`config.mk`:
```
export PLATFORM = sky130hd
export DESIGN_NAME = dmem_arbiter
export DESIGN_NICKNAME = d
export VERILOG_FILES = /design/src/rtl/dmem_arb_pkg.sv /design/src/rtl/dmem_starve_ctr.sv /design/src/rtl/dmem_arbiter.sv
export SDC_FILE = /design/constraint.sdc
export NUM_CORES = 1
export LEC_CHECK = 0
export CAP_MARGIN = 20
export CORE_AREA = 2 2 116 118
export CTS_CLUSTER_DIAMETER = 80
export DETAILED_ROUTE_END_ITERATION = 10
export DIE_AREA = 0 0 118 120
export MAX_ROUTING_LAYER = met4
export PLACE_DENSITY = 0.71
export SLEW_MARGIN = 10
export SYNTH_ARGS = -nofsm -noshare
export SYNTH_HDL_FRONTEND = slang
export SYNTH_SLANG_ARGS = --single-unit
```
`constraint.sdc`:
```
create_clock -name clk -period 1.5 [get_ports clk]
set_input_delay 0.15 -clock clk [delete_from_list [all_inputs] [get_ports clk]]
set_output_delay 0.15 -clock clk [all_outputs]
set_load 0.1 [all_outputs]
```
`src/rtl/dmem_arb_pkg.sv`:
```
// Shared types for the data-memory arbiter.
// Holds the FSM/grant encodings and the starvation-counter arithmetic.
package dmem_arb_pkg;

    localparam int unsigned CNT_W = 4;

    typedef enum logic {
        ST_NORMAL,
        ST_FORCE
    } arb_state_t;

    typedef enum logic [1:0] {
        GNT_NONE,
        GNT_CORE,
        GNT_DMA
    } grant_t;

    // Increment that never passes the limit, so the counter parks at MAX_WAIT.
    function automatic logic [CNT_W-1:0] sat_inc(
        input logic [CNT_W-1:0] value,
        input logic [CNT_W-1:0] limit
    );
        if (value >= limit) begin
            return limit;
        end
        return value + 4'd1;
    endfunction

endpackage

```
`src/rtl/dmem_starve_ctr.sv`:
```
// Saturating count of consecutive cycles the DMA requester lost arbitration.
// sat_next_o flags that the value being loaded this cycle has reached the limit.
module dmem_starve_ctr
    import dmem_arb_pkg::*;
#(
    parameter int unsigned MAX_WAIT = 4
) (
    input  logic clk,
    input  logic reset,
    input  logic inc_i,
    input  logic clr_i,
    output logic sat_next_o
);

    localparam logic [CNT_W-1:0] LIMIT = CNT_W'(MAX_WAIT);

    logic [CNT_W-1:0] cnt_q;
    logic [CNT_W-1:0] cnt_d;

    // Clear wins over increment: a granted or idle DMA has no backlog.
    always_comb begin
        cnt_d = cnt_q;
        if (clr_i) begin
            cnt_d = '0;
        end else if (inc_i) begin
            cnt_d = sat_inc(cnt_q, LIMIT);
        end
    end

    always_ff @(posedge clk or negedge reset) begin
        if (!reset) begin
            cnt_q <= '0;
        end else begin
            cnt_q <= cnt_d;
        end
    end

    assign sat_next_o = (cnt_d == LIMIT);

endmodule

```
`src/rtl/dmem_arbiter.sv`:
```
// Arbitrates the single-port data memory between the core and a DMA/debug port.
// Core has priority; a starved DMA requester is forced through after MAX_WAIT lost cycles.
module dmem_arbiter
    import dmem_arb_pkg::*;
#(
    parameter int unsigned AW       = 32,
    parameter int unsigned DW       = 32,
    parameter int unsigned MAX_WAIT = 4
) (
    input  logic          clk,
    input  logic          reset,

    input  logic          core_req_valid,
    input  logic          core_req_we,
    input  logic [AW-1:0] core_req_addr,
    input  logic [DW-1:0] core_req_wdata,
    output logic          core_req_ready,
    output logic          core_rsp_valid,
    output logic [DW-1:0] core_rsp_rdata,
    output logic          core_stall,

    input  logic          dma_req_valid,
    input  logic          dma_req_we,
    input  logic [AW-1:0] dma_req_addr,
    input  logic [DW-1:0] dma_req_wdata,
    output logic          dma_req_ready,
    output logic          dma_rsp_valid,
    output logic [DW-1:0] dma_rsp_rdata,

    output logic          mem_wr_en,
    output logic          mem_rd_en,
    output logic [AW-1:0] mem_addr,
    output logic [DW-1:0] mem_wdata,
    input  logic [DW-1:0] mem_rdata
);

    arb_state_t    state_q;
    arb_state_t    state_d;
    grant_t        grant;
    logic          starve_sat_next;

    logic          core_rsp_valid_q;
    logic          core_rsp_valid_d;
    logic [DW-1:0] core_rsp_rdata_q;
    logic [DW-1:0] core_rsp_rdata_d;
    logic          dma_rsp_valid_q;
    logic          dma_rsp_valid_d;
    logic [DW-1:0] dma_rsp_rdata_q;
    logic [DW-1:0] dma_rsp_rdata_d;

    dmem_starve_ctr #(
        .MAX_WAIT (MAX_WAIT)
    ) u_starve (
        .clk        (clk),
        .reset      (reset),
        .inc_i      (dma_req_valid & ~dma_req_ready),
        .clr_i      ((grant == GNT_DMA) | ~dma_req_valid),
        .sat_next_o (starve_sat_next)
    );

    // Grant selection and next state; in ST_FORCE the core is locked out for one decision.
    always_comb begin
        grant   = GNT_NONE;
        state_d = state_q;
        unique case (state_q)
            ST_NORMAL: begin
                if (core_req_valid) begin
                    grant = GNT_CORE;
                end else if (dma_req_valid) begin
                    grant = GNT_DMA;
                end
                if (starve_sat_next) begin
                    state_d = ST_FORCE;
                end
            end
            ST_FORCE: begin
                if (dma_req_valid) begin
                    grant = GNT_DMA;
                end
                if ((grant == GNT_DMA) || !dma_req_valid) begin
                    state_d = ST_NORMAL;
                end
            end
            default: begin
                state_d = ST_NORMAL;
            end
        endcase
    end

    always_ff @(posedge clk or negedge reset) begin
        if (!reset) begin
            state_q <= ST_NORMAL;
        end else begin
            state_q <= state_d;
        end
    end

    assign core_req_ready = (grant == GNT_CORE);
    assign dma_req_ready  = (grant == GNT_DMA);
    assign core_stall     = core_req_valid & ~core_req_ready;

    always_comb begin
        mem_wr_en = 1'b0;
        mem_rd_en = 1'b0;
        mem_addr  = '0;
        mem_wdata = '0;
        unique case (grant)
            GNT_CORE: begin
                mem_wr_en = core_req_we;
                mem_rd_en = ~core_req_we;
                mem_addr  = core_req_addr;
                mem_wdata = core_req_wdata;
            end
            GNT_DMA: begin
                mem_wr_en = dma_req_we;
                mem_rd_en = ~dma_req_we;
                mem_addr  = dma_req_addr;
                mem_wdata = dma_req_wdata;
            end
            default: ;
        endcase
    end

    // Read data is captured in the grant cycle; stores return zero, idle cycles hold the last value.
    always_comb begin
        core_rsp_valid_d = (grant == GNT_CORE);
        core_rsp_rdata_d = core_rsp_rdata_q;
        dma_rsp_valid_d  = (grant == GNT_DMA);
        dma_rsp_rdata_d  = dma_rsp_rdata_q;
        if (grant == GNT_CORE) begin
            core_rsp_rdata_d = core_req_we ? '0 : mem_rdata;
        end
        if (grant == GNT_DMA) begin
            dma_rsp_rdata_d = dma_req_we ? '0 : mem_rdata;
        end
    end

    always_ff @(posedge clk or negedge reset) begin
        if (!reset) begin
            core_rsp_valid_q <= 1'b0;
            core_rsp_rdata_q <= '0;
            dma_rsp_valid_q  <= 1'b0;
            dma_rsp_rdata_q  <= '0;
        end else begin
            core_rsp_valid_q <= core_rsp_valid_d;
            core_rsp_rdata_q <= core_rsp_rdata_d;
            dma_rsp_valid_q  <= dma_rsp_valid_d;
            dma_rsp_rdata_q  <= dma_rsp_rdata_d;
        end
    end

    assign core_rsp_valid = core_rsp_valid_q;
    assign core_rsp_rdata = core_rsp_rdata_q;
    assign dma_rsp_valid  = dma_rsp_valid_q;
    assign dma_rsp_rdata  = dma_rsp_rdata_q;

endmodule

```
Word-level counts from Yosys, hierarchy flattened
Cells that the tools add are included.
{ "word_totals": {"reg_bits": 71, "latch_bits": 0, "mem_bits_rw": 0, "romBits": 0, "input_bits": 166, "out_inout_bits": 135, "elab_cells": 43, "mem_count": 0} }
{ "classes": {"n_addsub": 1, "multipliers": 0, "div_mod_pow": 0, "magnitude_cmp": 1, "n_eq_ne": 4, "shifts": 0, "n_mux": 20, "bitwise": 9, "reduce_logical": 2} }
{ "ops": {"columns": ["cell", "count"], "rows": [
  ["$pmux 32 s2", 2],
  ["$mux 32", 2],
  ["$mux 4", 4],
  ["$mux 2", 3],
  ["$not 1->1", 6],
  ["$pmux 1 s2", 3],
  ["$mux 1", 5],
  ["$add 4x1->4 const B", 1],
  ["$eq 2x2->1 const B", 2],
  ["$eq 4x3->1 const B", 1],
  ["$ge 4x3->1 const B", 1],
  ["$pmux 2 s2", 1],
  ["$and 1x1->1", 2],
  ["$eq 2x1->1 const B", 1],
  ["$logic_not 1->1", 1],
  ["$logic_or 1x1->1", 1],
  ["$or 1x1->1", 1]
]} }

Longest topological paths before layout
{ "logic_depth": {"word_depth": 14, "ltp_mapped": 7, "depth_no_buf": 4} }

Modules after synthesis
From an unflattened synthesis, not the netlist that was laid out.
{ "hier_totals": {"hier_cells": 490, "hier_area_um2": 4057.6} }
{ "by_module_without_submodules": {"columns": ["module", "instances", "cells_each", "area_per_inst_um2"], "rows": [
  ["dmem_arbiter", 1, 470, 3849.9],
  ["dmem_starve_ctr", 1, 20, 207.7]
]} }

Least setup slack after synthesis
Ideal clock, no wire load.
{ "synth_timing": {"path_type": "flip-flop to output port", "from": "register state_q", "to": "output port mem_rd_en", "t_arrival_ns": 2.096, "required_time_ns": 1.350, "path_slack_ns": -0.746, "path_stages_with_launch": 5, "n_path_buf": 1, "path_cell_list": "dfrtp_1 -> nand2b_4 -> buf_6 -> nand2_4 -> o22ai_1"} }
{ "synth_via": {"elab_chain_cells": 4, "elab_cells_between_ends": 5, "classes_between": "eq/ne (2); mux (2); bitwise (1)"} }
{ "synth_rtl": {"columns": ["element", "line", "source"], "rows": [
  ["from (decl)", "dmem_arbiter.sv:37", "arb_state_t state_q;"],
  ["from (signal assigned)", "dmem_arbiter.sv:94", "state_q <= state_d;"],
  ["$not 1->1", null, null],
  ["$pmux 2 s2 (*)", "dmem_arbiter.sv:65", "unique case (state_q)"],
  ["$eq 2x2->1 or $eq 2x1->1 (tied branches)", "dmem_arbiter.sv:107", "unique case (grant)"],
  ["$pmux 1 s2 (*)", "dmem_arbiter.sv:107", null],
  ["to (decl)", "dmem_arbiter.sv:31", "output logic mem_rd_en,"]
]} }
Every way passes the cells marked *; elsewhere a longest branch is shown, timed or not.

Worst setup path after layout
{ "layout_timing": {"from": "register state_q", "to": "output port mem_wdata[12]"} }
{ "layout_via": {"elab_chain_cells": 4, "elab_cells_between_ends": 5, "classes_between": "eq/ne (2); mux (2); bitwise (1)"} }
{ "layout_rtl": {"columns": ["element", "line", "source"], "rows": [
  ["$not 1->1", null, null],
  ["$pmux 2 s2 (*)", "dmem_arbiter.sv:65", null],
  ["$eq 2x2->1 or $eq 2x1->1 (tied branches)", "dmem_arbiter.sv:107", null],
  ["$pmux 32 s2 (*)", "dmem_arbiter.sv:107", null],
  ["to (decl)", "dmem_arbiter.sv:33", "output logic [DW-1:0] mem_wdata,"]
]} }
Marks and branches as above.

==> flow_metrics.py <==
metrics = {
    "routing": {
        "drt_first_iter_violations": 247,
        "drc": 0,
        "wl_per_cell_um": 20.0,
        "ant_nets": 0,
        "vias": 4059,
        "top_layer": "met4",
        "met3RoutedLength_um": 969,
        "routed_wl_um": 16900,
        "wl_met1_um": 6660,
        "viasPerCell": 4.80,
        "met2RoutedLength_um": 8880,
        "first_pass_iters": 4,
    },
    "grt": {
        "grt_use_total_pct": 24.1,
        "grt_max_degree": 72,
        "grt_overflow": 0,
        "grt_pass1_wl_um": 25300,
        "grt_pass1_vias": 4346,
        "antenna_found_initial": 1,
    },
    "sta": {
        "fmax_ghz": 0.554,
        "skew_ns": 0.00302,
        "fin_hold_ws_ns": 0.383,
        "finalWorstSetupSlack_ns": -0.306,
        "final-hold-violation-count": 0,
        "min_period_ns": 1.81,
        "report.final.slew_viol_count": 0,
        "rsz0062_at_grt": "yes",
        "finalCritPeriodShare_pct": 120,
        "tns_ns": -22.47,
        "setup_violations": 93,
    },
    "setup_path": {
        "timing.rr.start": "state_q",
        "crit_required_ns": 1.35,
        "r2r.worst_path.cells": 7,
        "cp_data_arrival_time_ns": 1.66,
        "endpoint_kind": "output pin",
        "worst-path-max-fanout": 8,
        "worstSetupPathType": "flip-flop to output pin",
        "crit_cells": 6,
        "r2r_setup_slack_ns": -0.19,
        "worstPathCellList": "nand2b_4 > nand2_4 > inv_8 > buf_16 > a22o_4 > buf_12",
        "cpMaxStageDelayCell": "dfrtp_1",
        "rr_endpoint": "dma_rsp_rdata[26]",
        "max_stage_delay_ns": 0.37,
        "path_buf_inv": 3,
        "cpLargestDelayFamily": "buffers and inverters",
        "crit_start": "state_q",
        "crit_end": "mem_wdata[12]",
        "worstSetupStartpointType": "flip-flop",
    },
    "die": {
        "start_util_pct": 29.5,
        "die_area_um2": 14200,
        "core_area_um2": 13000,
        "dieWidth_um": 118,
        "die_y_um": 120,
        "ios": 301,
        "rows": 42,
    },
    "clock_network": {
        "path_clk_slew_ns": 0.05,
        "clockBufferDepth": 2,
        "cts_root_buf": "clkbuf_16",
        "insertion_delay_ns": 0.33,
        "tritoncts": "yes",
        "cts.sinks": 71,
        "cts_made_buffers": 9,
        "cts_max_level": 3,
    },
    "synthesis": {
        "synth_seq_cells": 71,
        "avgSynthCellArea_um2": 11.1,
        "yosys_warnings": 0,
        "yosysUniqueCellTypes": 25,
        "synth_area_leaders": "dfrtp_1 46%, a22o_1 15%, mux2_4 13%, nand2_1 6.6%, nand3b_1 6.5%",
        "synth-edff-count": 0,
        "synth_area_leader_cell": "dfrtp_1",
        "ys_top_cells_by_count": "71 x dfrtp_1, 67 x nand2_1, 64 x a22o_1",
        "ys_async_sr_fraction_pct": 100,
        "synth_top_area_share_pct": 46.4,
        "synthesis.instances": 344,
        "synth_fp_nets": 511,
        "ys.flop_type": "dfrtp_1",
        "netlist_area_um2": 3830,
        "synth_most_common_cell": "dfrtp_1",
        "seq_area_frac_synth_pct": 46.4,
    },
    "layout": {
        "final_area_um2": 9530,
        "layout-drive-gt1-share_pct": 43.3,
        "syn_to_final_growth_pct": 149,
        "fin_nets": 830,
        "final_cells": 845,
        "fill_cells": 856,
    },
    "power": {
        "seq_power_share_pct": 23.2,
        "power.density_nw_per_um2": 1070,
        "switching_share_pct": 44.0,
        "ir_drop_uv": 515,
        "p_leak_nw": 4.34,
        "power_mw": 10.2,
        "power.share.clock_pct": 19.3,
        "power_frac_comb_pct": 57.6,
        "p_int_mw": 5.70,
        "power.switching_mw": 4.48,
    },
    "status": {
        "violations": "negative setup slack",
        "outcome": "finished, violations left",
    },
    "placed_design": {
        "place_area_um2": 8940,
        "dp_hpwl_um": 12900,
        "port_buffers": 300,
        "place.gp.congestion": 0.847,
        "place_inst": 814,
    },
    "min_path": {
        "worst_hold_path_type": "input port to async pin",
    },
    "flow_run": {
        "drv_cap": 0,
    },
}
state kept, by name (all words and copies together), names as in the netlist:
signal and cells:
core_rsp_rdata 32, core_rsp_valid 1, dma_rsp_rdata 32, dma_rsp_valid 1
state_q 1, u_starve.cnt_q 4
worst min-delay path, cell delays in order:
cell and delay [ns]:
dlygate4sd3_1 0.52, buf_2 0.13, buf_12 0.32
worst min path at each step:
stage / endpoint / slack, ns / depth (start not counted)
finish: dma_rsp_rdata[5] / 0.38 / 3
global route: core_rsp_rdata[19] / 0.43 / 3
CTS: dma_rsp_rdata[5] / 0.41 / 3
detailed placement: dma_rsp_rdata[5] / 0.22 / 2
global placement: dma_rsp_rdata[9] / 0.20 / 2
floorplan: core_rsp_rdata[0] / -0.15 / 0
cell families (layout without fill, tap and decap cells):
kind of cell	Yosys count	after routing	synth area share (%)
AOI/OAI and AO/OA	66	66	14.9
adders and majority gates	1	1	0.327
buffers and inverters	32	356	5.23
DFF	71	71	46.4
muxes	32	32	12.6
other	1	2	0.0980
and+or+nand+nor	141	141	20.4
what timing repair did:
action                                  4_1_cts  5_1_grt
hold buffers                                  1        0
endpoints found under the hold margin        71        0
gates resized for setup                      15        5
buffers inserted                              3        6
endpoints found under the setup margin       68       91
cloned                                        3        3
pin swaps                                     2        2
placed cells by master, fill, tap and decap left out, types with 12 or more instances in the layout:
cell type,count
and2b_1,14
mux2_4,32
clkdlybuf4s50_1,164
clkbuf_16,12
buf_12,140
a22o_2,14
nand2_1,66
buf_4,18
a22o_4,50
dfrtp_1,71
nor2b_1,18
nand3b_1,33
power by group through the flow:
stage | registers, mW | logic [mW] | clock network, mW
2_1_floorplan | 3.71 | 1.97 | 0
3_3_place_gp | 2.38 | 5.69 | 0
3_5_place_dp | 2.39 | 5.74 | 0
4_1_cts | 2.36 | 5.84 | 2.00
5_1_grt | 2.38 | 5.99 | 2.09
6_report | 2.36 | 5.85 | 1.96
metrics by stage:
step                utilization (%)  setup slack, ns
CTS                            72.5           -0.294
global placement               68.9           -0.238
finish                         73.5           -0.306
detailed placement             68.9           -0.257
floorplan                         -           -0.247
global route                   73.5           -0.348
per-layer routing:
| metal | up-vias | global-route usage [%] |
|---|---|---|
| met5 | - | - |
| met4 | 0 | 8.58 |
| met3 | 24 | 4.56 |
| met2 | 194 | 41.2 |
| met1 | 1980 | 28.4 |
| li1 | 1861 | - |
final cells by class:
class	instances	area, um^2	share of cell area [%]
inverter	2	20.0	0.210
antenna	1	2.50	0.0262
multi-input combinational	241	2330	24.4
clock buffer	13	260	2.73
sequential	71	1780	18.6
tap	176	220	2.31
timing repair buffer	338	4910	51.5
clock inverter	3	17.5	0.184
Note: power is estimated with default switching activity, not from simulation.
